## src/rtl/hazard_forward_unit.sv

```systemverilog
// hazard_forward_unit
//   Operand forwarding and load-use stall control for an in-order pipeline.
//   For each read port the operand is taken from the youngest stage that
//   writes the same register (EXE > MEM > WB), then from a one-cycle shadow
//   of the previous WB write, and otherwise from the register file.
//   A load in EXE whose destination is needed by a used port raises stall;
//   LOAD_LAT > 1 keeps stall high for the remaining cycles in a small FSM.
//
// Parameters: XLEN (data width), NPORTS (read ports, 1..4),
//             LOAD_LAT (total load-use stall cycles, 1..4)
// Ports:
//   clk, reset                 clock, synchronous active-high reset
//   rs      [NPORTS*XLEN]      register-file read data, port p at [p*XLEN +: XLEN]
//   addr    [NPORTS*5]         source register index per port
//   used    [NPORTS]           port carries a real source operand
//   rd_*/data_*/Wreg_*         destination, result and write enable of EXE/MEM/WB
//   load_EXE                   EXE instruction is a load (data_EXE not valid yet)
//   rsF     [NPORTS*XLEN]      forwarded operand per port (combinational)
//   fwd_sel [NPORTS*3]         0 regfile, 1 EXE, 2 MEM, 3 WB, 4 shadow (combinational)
//   stall                      freeze fetch/decode, bubble into EXE (combinational)
// Optional build macro HAZARD_FWD_STATS_EN adds:
//   stats_clr                  clear both counters (wins over increment)
//   fwd_count, stall_count     32-bit wrapping counters of forwards / stall cycles
module hazard_forward_unit #(
    parameter int unsigned XLEN     = 32,
    parameter int unsigned NPORTS   = 2,
    parameter int unsigned LOAD_LAT = 1
) (
    input  logic                   clk,
    input  logic                   reset,
    input  logic [NPORTS*XLEN-1:0] rs,
    input  logic [NPORTS*5-1:0]    addr,
    input  logic [NPORTS-1:0]      used,
    input  logic [4:0]             rd_EXE,
    input  logic [4:0]             rd_MEM,
    input  logic [4:0]             rd_WB,
    input  logic [XLEN-1:0]        data_EXE,
    input  logic [XLEN-1:0]        data_MEM,
    input  logic [XLEN-1:0]        data_WB,
    input  logic                   Wreg_EXE,
    input  logic                   Wreg_MEM,
    input  logic                   Wreg_WB,
    input  logic                   load_EXE,
    output logic [NPORTS*XLEN-1:0] rsF,
    output logic [NPORTS*3-1:0]    fwd_sel,
`ifdef HAZARD_FWD_STATS_EN
    input  logic                   stats_clr,
    output logic [31:0]            fwd_count,
    output logic [31:0]            stall_count,
`endif
    output logic                   stall
);

    localparam int unsigned RW    = 5;
    localparam int unsigned SEL_W = 3;
    localparam int unsigned CNT_W = 3;

    localparam logic [SEL_W-1:0] SEL_RF  = 3'd0;
    localparam logic [SEL_W-1:0] SEL_EXE = 3'd1;
    localparam logic [SEL_W-1:0] SEL_MEM = 3'd2;
    localparam logic [SEL_W-1:0] SEL_WB  = 3'd3;
    localparam logic [SEL_W-1:0] SEL_SH  = 3'd4;

    typedef enum logic {S_IDLE, S_STALL} state_t;

    state_t              state, state_nxt;
    logic [CNT_W-1:0]    cnt, cnt_nxt;
    logic                hazard;
    logic [NPORTS-1:0]   port_hazard;
    logic                sh_valid;
    logic [RW-1:0]       sh_rd;
    logic [XLEN-1:0]     sh_data;

    // Shadow of last cycle's WB write: covers a regfile that reads before it writes.
    always_ff @(posedge clk) begin
        if (reset) begin
            sh_valid <= 1'b0;
        end else begin
            sh_valid <= Wreg_WB && (rd_WB != '0);
        end
    end

    always_ff @(posedge clk) begin
        sh_rd   <= rd_WB;
        sh_data <= data_WB;
    end

`ifdef HAZARD_FWD_STATS_EN
    logic [NPORTS-1:0] port_fwd;
`endif

    // Per-port source selection; ports are fully independent.
    for (genvar p = 0; p < NPORTS; p++) begin : g_port
        logic [RW-1:0]    a;
        logic             hit_exe, hit_mem, hit_wb, hit_sh;
        logic [XLEN-1:0]  data_c;
        logic [SEL_W-1:0] sel_c;

        assign a = addr[p*RW +: RW];

        // A load in EXE has no data yet, so it never forwards; lower stages may.
        assign hit_exe = Wreg_EXE && (rd_EXE == a) && (rd_EXE != '0) && !load_EXE;
        assign hit_mem = Wreg_MEM && (rd_MEM == a) && (rd_MEM != '0);
        assign hit_wb  = Wreg_WB  && (rd_WB  == a) && (rd_WB  != '0);
        assign hit_sh  = sh_valid && (sh_rd  == a);

        always_comb begin
            sel_c  = SEL_RF;
            data_c = rs[p*XLEN +: XLEN];
            if (a == '0) begin
                sel_c  = SEL_RF;
                data_c = '0;
            end else if (hit_exe) begin
                sel_c  = SEL_EXE;
                data_c = data_EXE;
            end else if (hit_mem) begin
                sel_c  = SEL_MEM;
                data_c = data_MEM;
            end else if (hit_wb) begin
                sel_c  = SEL_WB;
                data_c = data_WB;
            end else if (hit_sh) begin
                sel_c  = SEL_SH;
                data_c = sh_data;
            end
        end

        assign rsF[p*XLEN +: XLEN]    = data_c;
        assign fwd_sel[p*SEL_W +: SEL_W] = sel_c;
        assign port_hazard[p] = used[p] && load_EXE && Wreg_EXE &&
                                (rd_EXE != '0) && (rd_EXE == a);
`ifdef HAZARD_FWD_STATS_EN
        assign port_fwd[p] = used[p] && (sel_c != SEL_RF);
`endif
    end

    assign hazard = |port_hazard;

    // Stall FSM state register.
    always_ff @(posedge clk) begin
        if (reset) begin
            state <= S_IDLE;
            cnt   <= '0;
        end else begin
            state <= state_nxt;
            cnt   <= cnt_nxt;
        end
    end

    // First stall cycle comes straight from the hazard; STALL covers the rest.
    always_comb begin
        state_nxt = state;
        cnt_nxt   = cnt;
        stall     = 1'b0;
        case (state)
            S_IDLE: begin
                if (hazard) begin
                    stall = 1'b1;
                    if (LOAD_LAT > 1) begin
                        state_nxt = S_STALL;
                        cnt_nxt   = CNT_W'(LOAD_LAT - 1);
                    end
                end
            end
            S_STALL: begin
                stall   = 1'b1;
                cnt_nxt = cnt - CNT_W'(1);
                if (cnt == CNT_W'(1)) begin
                    state_nxt = S_IDLE;
                end
            end
            default: begin
                state_nxt = S_IDLE;
                cnt_nxt   = '0;
            end
        endcase
    end

`ifdef HAZARD_FWD_STATS_EN
    // Wrapping event counters; clear has priority over counting.
    always_ff @(posedge clk) begin
        if (reset || stats_clr) begin
            fwd_count   <= '0;
            stall_count <= '0;
        end else begin
            fwd_count   <= fwd_count + 32'($countones(port_fwd));
            stall_count <= stall_count + 32'(stall);
        end
    end
`endif

endmodule

```

## config.mk

```make
export PLATFORM = sky130hd
export DESIGN_NAME = hazard_forward_unit
export DESIGN_NICKNAME = d
export VERILOG_FILES = /design/src/rtl/hazard_forward_unit.sv
export SDC_FILE = /design/constraint.sdc
export NUM_CORES = 1
export LEC_CHECK = 0
export ABC_CLOCK_PERIOD_IN_PS = 5400
export BUFFER_PORTS_ARGS = -buffer_cell sky130_fd_sc_hd__buf_2
export CAP_MARGIN = 20
export CORE_AREA = 2 2 102 104
export DETAILED_ROUTE_END_ITERATION = 10
export DIE_AREA = 0 0 104 106
export HOLD_SLACK_MARGIN = 0.12
export PLACE_DENSITY = 0.85
export SETUP_SLACK_MARGIN = 0.5
export SLEW_MARGIN = 20
export SYNTH_ARGS = -nofsm -noshare
export SYNTH_HDL_FRONTEND = slang
export SYNTH_SLANG_ARGS = --single-unit
```

## constraint.sdc

```tcl
create_clock -name clk -period 5.4 [get_ports clk]
set_clock_uncertainty 0.05 [all_clocks]
set_input_delay 0.54 -clock clk [delete_from_list [all_inputs] [get_ports clk]]
set_output_delay 0.54 -clock clk [all_outputs]
set_load 0.02 [all_outputs]
```

Word-level counts from Yosys, hierarchy flattened
Cells that the tools add are included.
{"block": "totals", "mem_count": 0, "mem_bits_rw": 0, "wordCells": 72, "latch_bits": 0, "input_bits": 193, "ff_bits": 42, "out_inout_bits": 71, "mem_bits_ro": 0}
{"block": "op_classes", "n_div": 0, "bitwise": 1, "n_reduce_logical": 33, "mux": 23, "multipliers": 0, "n_shift": 0, "addsub": 1, "n_lt_le_gt_ge": 0, "n_eq_ne": 9}
{"operator": "two-way mux 32 bit", "count": 10}
{"operator": "equality test 5 bit", "count": 8}
{"operator": "two-way mux 3 bit", "count": 10}
{"operator": "logical AND 1 bit", "count": 25}
{"operator": "nonzero test 5 bit", "count": 3}
{"operator": "zero test 5 bit", "count": 2}
{"operator": "OR reduction 2 bit", "count": 2}
{"operator": "equality test 3 x 1 -> 1 bit, second input constant", "count": 1}
{"operator": "subtractor 3 x 1 -> 3 bit, second input constant", "count": 1}
{"operator": "two-way mux 1 bit", "count": 2}
{"operator": "one-hot mux 1 bit (2 select lines)", "count": 1}
{"operator": "zero test 1 bit", "count": 1}
{"operator": "NOT 1 bit", "count": 1}

Depth between registers and ports, before layout
{"block": "depth", "ltp_word": 7, "ltp_mapped": 8, "ltp_nobuf": 5}

Least setup slack after synthesis
Ideal clock, no wire load.
{"block": "synth_timing", "path_type": "input port to output port", "start": "input port rd_WB[0]", "end": "output port rsF[18]", "t_arrival_ns": 2.366, "path_stages": 8, "path_slack_ns": 2.444, "n_path_buf": 3, "t_required_ns": 4.810, "cell_sequence": "clkbuf_1 -> xnor2_1 -> nand4_1 -> or2_1 -> buf_2 -> buf_2 -> a311o_1 -> a31oi_1"}
{"block": "synth_between", "elab_chain_cells": 7, "elab_cells_between_ends": 8, "classes_between": "eq/ne: 1; mux: 4; reduce/logical: 3"}
{"item": "start, declared", "line": "36", "text": "input logic [4:0] rd_WB,"}
{"item": "equality test 5 bit", "line": "104", "text": "assign hit_wb = Wreg_WB && (rd_WB == a) && (rd_WB != '0);"}
{"item": "logical AND 1 bit", "line": "104"}
{"item": "logical AND 1 bit (*)", "line": "104"}
{"item": "two-way mux 32 bit (*)", "line": "119", "text": "end else if (hit_wb) begin"}
{"item": "two-way mux 32 bit (*)", "line": "116", "text": "end else if (hit_mem) begin"}
{"item": "two-way mux 32 bit (*)", "line": "113", "text": "end else if (hit_exe) begin"}
{"item": "two-way mux 32 bit (*)", "line": "110", "text": "if (a == '0) begin"}
{"item": "end, declared", "line": "44", "text": "output logic [NPORTS*XLEN-1:0] rsF,"}
Every way passes the cells marked *; elsewhere a longest branch is shown, timed or not.

Worst setup path after layout
{"block": "layout_timing", "start": "input port rd_WB[1]", "end": "output port rsF[17]"}
Same word-level chain as after synthesis.

==> flow_summary.toml <==
[setup_path]
critical_path_class = "in2out"
critical_path_maximum_fanout = 34
cp-start-kind = "primary input"
worst-endpoint-arrival_ps = 3230
rr_worst_depth = 3
cp_data_required_time_ps = 4810
critical_path.endpoint_type = "output pin"

[clocking]
numCtsBuffers = 5
cts.reportedPaths.clkPinSlew_ps = 80
cts-htree-levels = 2
cts_tree = "yes"
post_cts.repair.setup_buffers = 0
holdBufCountCts = 0
clock_insertion_delay_worst_skew_ps = 290
cts_root_buf = "sky130_fd_sc_hd__clkbuf_8"
cts.repair.resized = 0
clk_path_buf_depth = 2
clock_sinks = 42

[floorplanning]
die_area_um2 = 11000
die_width_um = 104
die_height_um = 106
start_util_pct = 47.1
core_area_um2 = 10000
pin_count = 264
num_rows = 37

[global_route]
gr-usage-all-layers_pct = 34.6
global_route.overflow_total = 0
grt_pass1_wl_mm = 31.5
grt_pass1_vias = 6302
grt_antenna_before_repair = 0
pin_count_of_the_biggest_net_entering_global_routing = 68

[placed_design]
portBuffers = 263
detailed_placement_hpwl_mm = 14.2
post_dp_cell_area_um2 = 5970
routabilityCongestion = 0.921

[pwr]
cellLeakagePower_nw = 2.34
power-per-cell-area_nw_per_um2 = 163
worst_ir_drop_vdd_mv = 0.0986
design_power_total_w = 0.000987

[timing]
max_slew.worst_pin.slew_ps = 1160
min_period_over_period_pct = 70.7
finalSetupTns_ps = 0
slew-limit-headroom_pct = 22.3
finalWorstPathRequiredPeriod_ps = 3820
finalSetupViolCount = 0
max_freq_mhz = 262
finalHoldWorstSlack_ps = 328
hold_violations = 0
finalMaxSlewViolations = 0
grt_setup_unrepaired = "false"

[drt]
routed_wire_length_per_instance_um = 20.0
drt-total-wl_mm = 20.5
vias_per_instance = 6.60
detail_route.drc_violations = 0
detail-route-antenna-nets = 0
first_iter_violations = 925
dr_total_vias = 6780
drt_pass1_iterations = 8

[yosys]
seq_area_frac_synth_pct = 17.8
async_s_r_ff_share_synth_pct = 0
synth-seq-cells = 42
synthesis.area_per_instance_um2 = 6.78
synth_top_flop_cell = "sky130_fd_sc_hd__dfxtp_1"
ys_types = 42
synth_edf_count = 0
post_synth_inst_count = 695
post_synth_instance_area_um2 = 4710
synthesis_warning_total = 0
synthesis.nets = 890

[final_layout]
n_fill_cell = 1007
nets_finish = 1087
postLayoutCoreUtil_pct = 60.7
antenna_cells = 0
area_delta_synth_final_pct = 28.7
design_area_um2 = 6070
drive_above_1_share_pct = 34.4

[job]
cap_violations = 0

[min_path]
class_of_the_worst_hold_path = "in2reg"
timing.hold.worst_path_depth = 1

[outcome]
status = "finished clean"
stage by stage:
step | instances | setup WS, ps
3_5_place_dp | 1020 | 1640
2_1_floorplan | 695 | 2440
3_3_place_gp | 1020 | 1700
4_1_cts | 1027 | 1640
5_1_grt | 1028 | 1420
6_report | 1028 | 1580
where the power goes:
part / internal, W / switching, W / total (W)
registers: 0.000325 / 0.0000123 / 0.000337
clock network: 0.0000870 / 0.000108 / 0.000195
logic: 0.000174 / 0.000280 / 0.000455
total: 0.000586 / 0.000401 / 0.000987
cells in the final DEF (no fill, tap or decap), drive strengths merged, types with 2 or more instances in the layout:
| cell | instances |
|---|---|
| o21ai | 99 |
| o22a | 2 |
| ha | 2 |
| a21oi | 60 |
| or3 | 2 |
| inv | 3 |
| a31oi | 32 |
| clkbuf | 5 |
| nor4 | 2 |
| nor3b | 3 |
| nand2 | 42 |
| o211ai | 4 |
| nand4 | 67 |
| or4 | 6 |
| a311oi | 2 |
| xor2 | 9 |
| o31ai | 2 |
| nor3 | 70 |
| a21o | 2 |
| nor2 | 46 |
| clkinv | 2 |
| or2 | 2 |
| nand3 | 4 |
| buf | 282 |
| a311o | 62 |
| dfxtp | 42 |
| xnor2 | 33 |
cells by family after synthesis:
logic type / synth area share, %
AO/OA/AOI/OAI: 37.4
adder cells (fa/ha/maj): 0.531
AND/OR/NAND/NOR: 26.8
buffers and inverters: 9.45
flip-flops: 17.8
XOR/XNOR: 7.96
sequential cells by signal, summed over array words and instances (netlist names):
| signal | count |
|---|---|
| sh_data | 32 |
| state | 1 |
| cnt | 3 |
| sh_valid | 1 |
| sh_rd | 5 |
critical path: stages:
cell	delay, ps
sky130_fd_sc_hd__buf_2	130
sky130_fd_sc_hd__or4_4	580
sky130_fd_sc_hd__o211ai_4	170
sky130_fd_sc_hd__buf_4	370
sky130_fd_sc_hd__or2_1	540
sky130_fd_sc_hd__buf_4	360
sky130_fd_sc_hd__a311o_1	210
sky130_fd_sc_hd__a31oi_1	90
sky130_fd_sc_hd__buf_2	210
routing by layer:
metal	vias up	track usage, %	routed length [um]
li1	3073	-	-
met1	3069	42.9	7700
met2	551	58.9	9660
met3	87	6.68	2490
met4	0	14.3	664
met5	-	0	0
cell type report:
type / instances / area, um^2 / area share, %
Tap cell: 136 / 170 / 2.81
Sequential cell: 42 / 842 / 13.9
Clock buffer: 5 / 68.8 / 1.13
Inverter: 3 / 11.3 / 0.186
Timing Repair Buffer: 282 / 1460 / 24.1
Multi-Input combinational cell: 558 / 3500 / 57.7
Clock inverter: 2 / 10.0 / 0.165
Yosys cell counts (all sizes together) (2+ instances only):
library cell | n | area, um^2
a21o | 2 | 15.0
a21oi | 60 | 300
a311o | 62 | 621
a311oi | 2 | 17.5
a31oi | 32 | 200
buf | 37 | 228
clkbuf | 55 | 206
dfxtp | 42 | 841
ha | 2 | 25.0
inv | 3 | 11.3
nand2 | 42 | 158
nand3 | 4 | 20.0
nand4 | 67 | 419
nor2 | 46 | 173
nor3 | 70 | 360
nor3b | 3 | 22.5
nor4 | 2 | 27.5
o211ai | 4 | 48.8
o21ai | 99 | 499
o22a | 2 | 17.5
o31ai | 2 | 15.0
or2 | 2 | 12.5
or3 | 2 | 12.5
or4 | 6 | 52.6
xnor2 | 33 | 289
xor2 | 9 | 86.3
worst paths after layout:
| path | startpoint | endpoint | slack, ps |
|---|---|---|---|
| min reg2reg | cnt[1] | cnt[1] | 450 |
| max | rd_WB[1] | rsF[17] | 1580 |
| max reg2reg | cnt[0] | cnt[1] | 4320 |
| min | data_WB[27] | sh_data[27] | 330 |
Power figures use the tool's default switching activity.
